===== config.mk =====
export PLATFORM = sky130hd
export DESIGN_NAME = reg_share_arbiter
export DESIGN_NICKNAME = d
export VERILOG_FILES = /design/src/rtl/reg_share_arbiter.sv
export SDC_FILE = /design/constraint.sdc
export NUM_CORES = 1
export LEC_CHECK = 0
export CAP_MARGIN = 20
export CORE_MARGIN = 2
export CORE_UTILIZATION = 35
export DETAILED_ROUTE_END_ITERATION = 6
export HOLD_SLACK_MARGIN = 0.05
export PLACE_DENSITY = 0.76
export SETUP_SLACK_MARGIN = 0.4
export SYNTH_ARGS = -nofsm -noshare
export SYNTH_HDL_FRONTEND = slang
export SYNTH_SLANG_ARGS = --single-unit

===== constraint.sdc =====
create_clock -name clk -period 2.3 [get_ports clk]
set_input_delay 0.23 -clock clk [delete_from_list [all_inputs] [get_ports clk]]
set_output_delay 0.23 -clock clk [all_outputs]
set_load 0.02 [all_outputs]

===== src/rtl/reg_share_arbiter.sv =====
// Round-robin arbiter sharing one valid/ready pipeline register among R requesters.
// Winner's word is captured and presented downstream tagged with its index.
module reg_share_arbiter #(
  parameter int N   = 16,
  parameter int R   = 4,
  parameter int IDW = 2
) (
  input  logic           clk,
  input  logic           rst_n,
  input  logic           clr,
  input  logic [R-1:0]   req,
  input  logic [R*N-1:0] data,
  output logic [R-1:0]   ack,
  output logic [N-1:0]   out,
  output logic [IDW-1:0] out_id,
  output logic           out_valid,
  input  logic           out_ready
);

  localparam logic [IDW-1:0] PTR_RST = IDW'(R-1);
  localparam logic [R-1:0]   ONE     = R'(1);

  logic [N-1:0]   out_q, out_d;
  logic [IDW-1:0] id_q, id_d;
  logic           vld_q, vld_d;
  logic [IDW-1:0] ptr_q, ptr_d;

  logic           space;
  logic           accept;
  logic           found;
  logic [IDW-1:0] win;
  logic [IDW-1:0] cand;

  // Scan ptr+1 .. ptr+R modulo R; first requester found wins.
  always_comb begin
    win   = '0;
    found = 1'b0;
    cand  = '0;
    for (int k = 1; k <= R; k++) begin
      cand = IDW'((int'(ptr_q) + k) % R);
      if (!found && req[cand]) begin
        found = 1'b1;
        win   = cand;
      end
    end
  end

  assign space  = !vld_q || out_ready;
  assign accept = rst_n && space && found && !clr;
  assign ack    = accept ? (ONE << win) : '0;

  always_comb begin
    out_d = out_q;
    id_d  = id_q;
    vld_d = vld_q;
    ptr_d = ptr_q;
    if (clr) begin
      out_d = '0;
      id_d  = '0;
      vld_d = 1'b0;
      ptr_d = PTR_RST;
    end else if (accept) begin
      out_d = data[win*N +: N];
      id_d  = win;
      vld_d = 1'b1;
      ptr_d = win;
    end else if (space) begin
      vld_d = 1'b0;
    end
  end

  always_ff @(posedge clk or negedge rst_n) begin
    if (!rst_n) begin
      out_q <= '0;
      id_q  <= '0;
      vld_q <= 1'b0;
      ptr_q <= PTR_RST;
    end else begin
      out_q <= out_d;
      id_q  <= id_d;
      vld_q <= vld_d;
      ptr_q <= ptr_d;
    end
  end

  assign out       = out_q;
  assign out_id    = id_q;
  assign out_valid = vld_q;

endmodule


==> Yosys cells after proc, flatten, opt, wreduce, memory -nomap -nowiden <==
Index checks and enable logic that the tools add are counted.
{ "totals": {"input_bits": 72, "word_cells": 53, "output_inout_bits": 23, "regBits": 21} }
{ "op_classes": {"n_addsub": 4, "n_lt_le_gt_ge": 4, "shifts": 2, "reduce_logical": 14, "muxes": 25} }
{ "op_table": {"columns": ["cell", "n"], "rows": [
  ["$shiftx 64x7->16", 1],
  ["$mux 16", 2],
  ["$mux 2", 7],
  ["$lt 2x3->1 const B", 4],
  ["$mux 1", 11],
  ["$bmux 1 s2", 4],
  ["$logic_and 1x1->1", 6],
  ["$logic_not 1->1", 5],
  ["$add 2x1->2 const B", 2],
  ["$add 2x2->2 const B", 2],
  ["$mux 4", 1],
  ["$shl 1x2->4 const A", 1],
  ["$reduce_bool 3->1", 1],
  ["$reduce_bool 2->1", 1],
  ["$logic_or 1x1->1", 1]
]} }

==> Depth between registers and ports, before layout <==
Gate-level depths: netlist of run 1.
{ "depth": {"ltp_word": 17, "mapped_depth": 7, "ltp_nobuf": 5} }

==> Worst setup path before layout of run 1 <==
Ideal clock, no wire load.
{ "synth_timing": {"kind": "flip-flop to output port", "start": "register ptr_q[1]", "end": "output port ack[0]", "path_stages_with_launch": 6, "path_buffers": 1, "slack_ns": 0.395, "arrival_ns": 1.675, "t_required_ns": 2.070, "path_cell_list": "dfstp_2 -> nand2b_1 -> a31oi_2 -> clkbuf_1 -> or2_2 -> nor2_1"} }
{ "synth_between": {"elab_chain_len": 16, "elab_cells_between_ends": 30, "cone_classes": "4 x add/sub; 1 x shift; 17 x mux; 8 x reduce/logical"} }
{ "synth_rtl": {"columns": ["element", "line", "source"], "rows": [
  ["start, declared", "26", "logic [IDW-1:0] ptr_q, ptr_d;"],
  ["start signal, assigned", "82", "ptr_q <= ptr_d;"],
  ["$add 2x1->2", "40", "cand = IDW'((int'(ptr_q) + k) % R);"],
  ["$bmux 1 s2", "41", "if (!found && req[cand]) begin"],
  ["$mux 1 (not written as such)", "41", null],
  ["$mux 1", "41", null],
  ["$logic_not 1->1", "41", null],
  ["$logic_and 1x1->1", "41", null],
  ["$mux 1", "41", null],
  ["$logic_not 1->1", "41", null],
  ["$logic_and 1x1->1", "41", null],
  ["$mux 1", "41", null],
  ["$logic_not 1->1", "41", null],
  ["$logic_and 1x1->1", "41", null],
  ["$mux 1", "41", null],
  ["$logic_and 1x1->1 (2 in series)", "49", "assign accept = rst_n && space && found && !clr;"],
  ["$mux 4 *", "50", "assign ack = accept ? (ONE << win) : '0;"],
  ["end, declared", "13", "output logic [R-1:0] ack,"]
]} }
Every way passes the cells marked *; elsewhere a longest branch is shown, timed or not. The select of a mux whose other input is x is not followed.

==> Worst setup path in the final report of run 1 <==
{ "layout_timing": {"start": "register ptr_q[1]", "end": "register out_q[12], in the netlist out[12]"} }
{ "layout_between": {"elab_chain_len": 16, "elab_cells_between_ends": 32, "cone_classes": "4 x add/sub; 1 x shift; 18 x mux; 9 x reduce/logical"} }
{ "layout_rtl": {"columns": ["element", "line", "source"], "rows": [
  ["$add 2x1->2", "40", null],
  ["$bmux 1 s2", "41", null],
  ["$mux 1 (not written as such)", "41", null],
  ["$mux 1", "41", null],
  ["$logic_not 1->1", "41", null],
  ["$logic_and 1x1->1", "41", null],
  ["$mux 1", "41", null],
  ["$logic_not 1->1", "41", null],
  ["$logic_and 1x1->1", "41", null],
  ["$mux 1", "41", null],
  ["$logic_not 1->1", "41", null],
  ["$logic_and 1x1->1", "41", null],
  ["$mux 2 / $mux 1 (equally long branches)", "41", null],
  ["$shiftx 64x7->16 / $logic_and 1x1->1 (equally long branches)", "63, 49", null],
  ["$mux 16 / $logic_and 1x1->1 (equally long branches)", "62, 49", null],
  ["$mux 16 / $reduce_bool 2->1 (equally long branches)", null, null],
  ["end signal, assigned", "79", "out_q <= out_d;"],
  ["end, declared", "23", "logic [N-1:0] out_q, out_d;"]
]} }
Several ways; a longest one is shown, not always the timed one. The select of a mux whose other input is x is not followed.
A chain may end at the register's enable or synchronous reset.

==> flow_metrics.env, run 1 <==
export IMPL_cts_hold_buffers=0
export IMPL_syn_nets=237
export IMPL_clockBufferDepth=2
export IMPL_first_pass_iters=4
export IMPL_synth_seq_cells=21
export IMPL_clkSinkCount=21
export IMPL_final_cells=327
export IMPL_grt_max_degree=32
export IMPL_timing_final_crit_share_pct=85.36
export IMPL_slowest_stage="dfstp_2"
export IMPL_setup_ws_ps=336.7
export IMPL_synth_flop_cell="dfrtp_1"
export IMPL_fmax_mhz=509.4
export IMPL_post_place_ws_ps=-167.7
export IMPL_insertion_delay_ps=260
export IMPL_hold_viol_final=0
export IMPL_dieArea_um2=5019
export IMPL_cts_root_buf="clkbuf_8"
export IMPL_clock_skew_final_ps=1.941
export IMPL_worst_slew_pin_slew_ps=345.7
export IMPL_setup_worst_path_class="reg -> reg"
export IMPL_outcome="completed"
export IMPL_grt_overflow=0
export IMPL_max_slew_margin_rel_pct=76.88
export IMPL_drv_cap=0
export IMPL_place_congestion=0.7850
export IMPL_cp_end_kind="flip-flop"
export IMPL_area_growth_pct=79.36
export IMPL_syn_mean_instance_area_um2=9.479
export IMPL_antenna_cells=0
export IMPL_required_ps=2440
export IMPL_p_leak_nw=1.188
export IMPL_setup_viol=0
export IMPL_arrival_ps=2110
export IMPL_route_detailed_drc=0
export IMPL_reg2regPathDepth=6
export IMPL_wire_per_inst_um=14.81
export IMPL_dp_cells=316
export IMPL_die_h_um=70.85
export IMPL_clk_pin_slew_ps=80
export IMPL_synth_edff_count=0
export IMPL_initial_core_util_pct=36.17
export IMPL_nets=348
export IMPL_slew_violations=0
export IMPL_seq_area_frac_synth_pct=33.76
export IMPL_grt_pass1_vias=1686
export IMPL_ant_nets=0
export IMPL_antenna_found_initial=0
export IMPL_placementRows=24
export IMPL_cts_tree="yes"
export IMPL_cts_made_buffers=3
export IMPL_cp_cell_sequence="mux2i_1, o22a_1, o21a_4, buf_6, mux2_4, a221o_1"
export IMPL_layout_drive_gt1_share_pct=15.64
export IMPL_cts_max_level=1
export IMPL_hold_path_class="in -> async"
export IMPL_ys_warn_count=0
export IMPL_grt_pass1_wl_um=7969
export IMPL_grtUsageTotal_pct=19.60
export IMPL_fillers=360
export IMPL_core_um2=4324
export IMPL_avgViaCountPerCell=5.141
export IMPL_register_area_um2=528.0
export IMPL_routed_via_count=1681
export IMPL_period_needed_ps=1963
export IMPL_die_w_um=70.85
export IMPL_final_area_um2=2805
export IMPL_io_buffers=94
export IMPL_p_per_area_nw_per_um2=449.2
export IMPL_cp_start_kind="flip-flop"
export IMPL_multi_input_area_um2=1005
export IMPL_place_hpwl_um=3601
export IMPL_routed_wl_um=4843
export IMPL_drt_iter0_drc=73
export IMPL_rsz0062_at_grt="yes"
export IMPL_async_reset_ff_share_pct=100.0
export IMPL_pin_count=95
export IMPL_ir_worst_vdd_uv=261.2
export IMPL_synth_distinct_cells=32
export IMPL_crit_fanout=6
export IMPL_syn_area_um2=1564
export IMPL_synth_cells=165
export IMPL_slowest_delay_ps=590
export IMPL_power_mw=1.260
export IMPL_dpl_cell_area_um2=2645
placed cells by master (no fill, tap or decap), types with 2 or more instances in the layout:
master	n
nor2_1	10
nor3b_1	30
buf_6	2
clkbuf_8	3
buf_4	24
nand3b_1	2
a21oi_1	2
nand2_1	15
nand4_1	2
dfstp_2	2
nand2b_1	5
clkdlybuf4s50_1	86
dlygate4sd2_1	4
mux2i_1	31
dfrtp_1	19
o211ai_1	15
worst max-delay path, delay by kind of cell (launching register included):
kind	cells	cell delay [ps]
AOI/OAI and AO/OA	3	680
DFF	1	590
buffers and inverters	1	110
muxes	2	480
what timing repair did:
action	in CTS	in global routing
endpoints found under the setup margin	21	20
cloned	0	1
pin swaps	4	2
setup buffers	4	2
gates resized for setup	32	6
worst paths after layout:
check,from,end,slack (ps)
max in group asynchronous,rst_n,ptr_q[0]$_DFFE_PN1P_,1600
setup reg to reg,ptr_q[1]$_DFFE_PN1P_,out[12]$_DFFE_PN0P_,340
hold reg to reg,out[14]$_DFFE_PN0P_,out[14]$_DFFE_PN0P_,510
min in group clk,out[14]$_DFFE_PN0P_,out[14]$_DFFE_PN0P_,510
hold / removal,rst_n,out_valid$_DFFE_PN0P_,420
setup / recovery,ptr_q[1]$_DFFE_PN1P_,out[12]$_DFFE_PN0P_,340
power breakdown:
part           leakage [nW]  internal, mW  switching [mW]
Clock                0.0228         0.123           0.121
Sequential            0.275         0.411          0.0240
Combinational         0.890         0.331           0.249
registers in the layout, summed over array words and instances (netlist names):
register / flops
out: 16
out_id: 2
out_valid: 1
ptr_q: 2
synth_stat cells (2+ instances only):
cell type,n,area [um^2]
clkbuf_1,3,11.26
o211ai_1,15,112.6
nor3b_1,30,225.2
nand2_1,15,56.30
nand4_1,2,12.51
a21oi_1,2,10.01
buf_2,8,40.04
nand3b_1,2,15.01
mux2i_1,32,320.3
o21ai_0,2,10.01
nand2b_1,5,31.28
dfstp_2,2,52.55
dfrtp_1,19,475.5
nor2_1,10,37.54
metrics by stage:
step	util (%)	hold slack (ps)	TNS [ps]
3_5_place_dp	61.17	496.9	-1120
5_1_grt	64.87	442.1	0
4_1_cts	63.40	433.2	0
3_3_place_gp	61.17	488.3	-669.8
2_1_floorplan	-	-65.59	0
6_report	64.87	421.3	0
area by class of cell:
class / instances / area share [%]
timing repair buffer: 119 / 41.30
multi-input combinational: 130 / 35.82
sequential: 21 / 18.82
tap: 52 / 2.319
clock buffer: 4 / 1.606
inverter: 1 / 0.1338
kinds of logic (layout without fill, tap and decap cells):
kind of cell	after synthesis	after routing	synth area share, %
DFF	21	21	33.76
AOI/OAI and AO/OA	27	27	13.04
and+or+nand+nor	70	70	27.04
muxes	33	33	21.44
buffers and inverters	14	124	4.720
metal layers:
metal  global-route usage, %  vias up  wire length (um)
li1                        -      824                 -
met1                   25.84      792              2079
met2                   32.81       59              2381
met3                   4.558        6               326
met4                   4.403        0                56
met5                       0        -                 0
No activity file was read; power rests on OpenSTA's default activity.
==> run 2: changes to the inputs <==
CAP_MARGIN = unset   (was 20)
==> results of run 2 <==
The final DEF is identical to that of run 1; final timing and power are the same.
==> run 3: changes to the inputs <==
CAP_MARGIN = 20   (was unset)
==> results of run 3 <==
The final DEF is identical to that of run 1; final timing and power are the same.
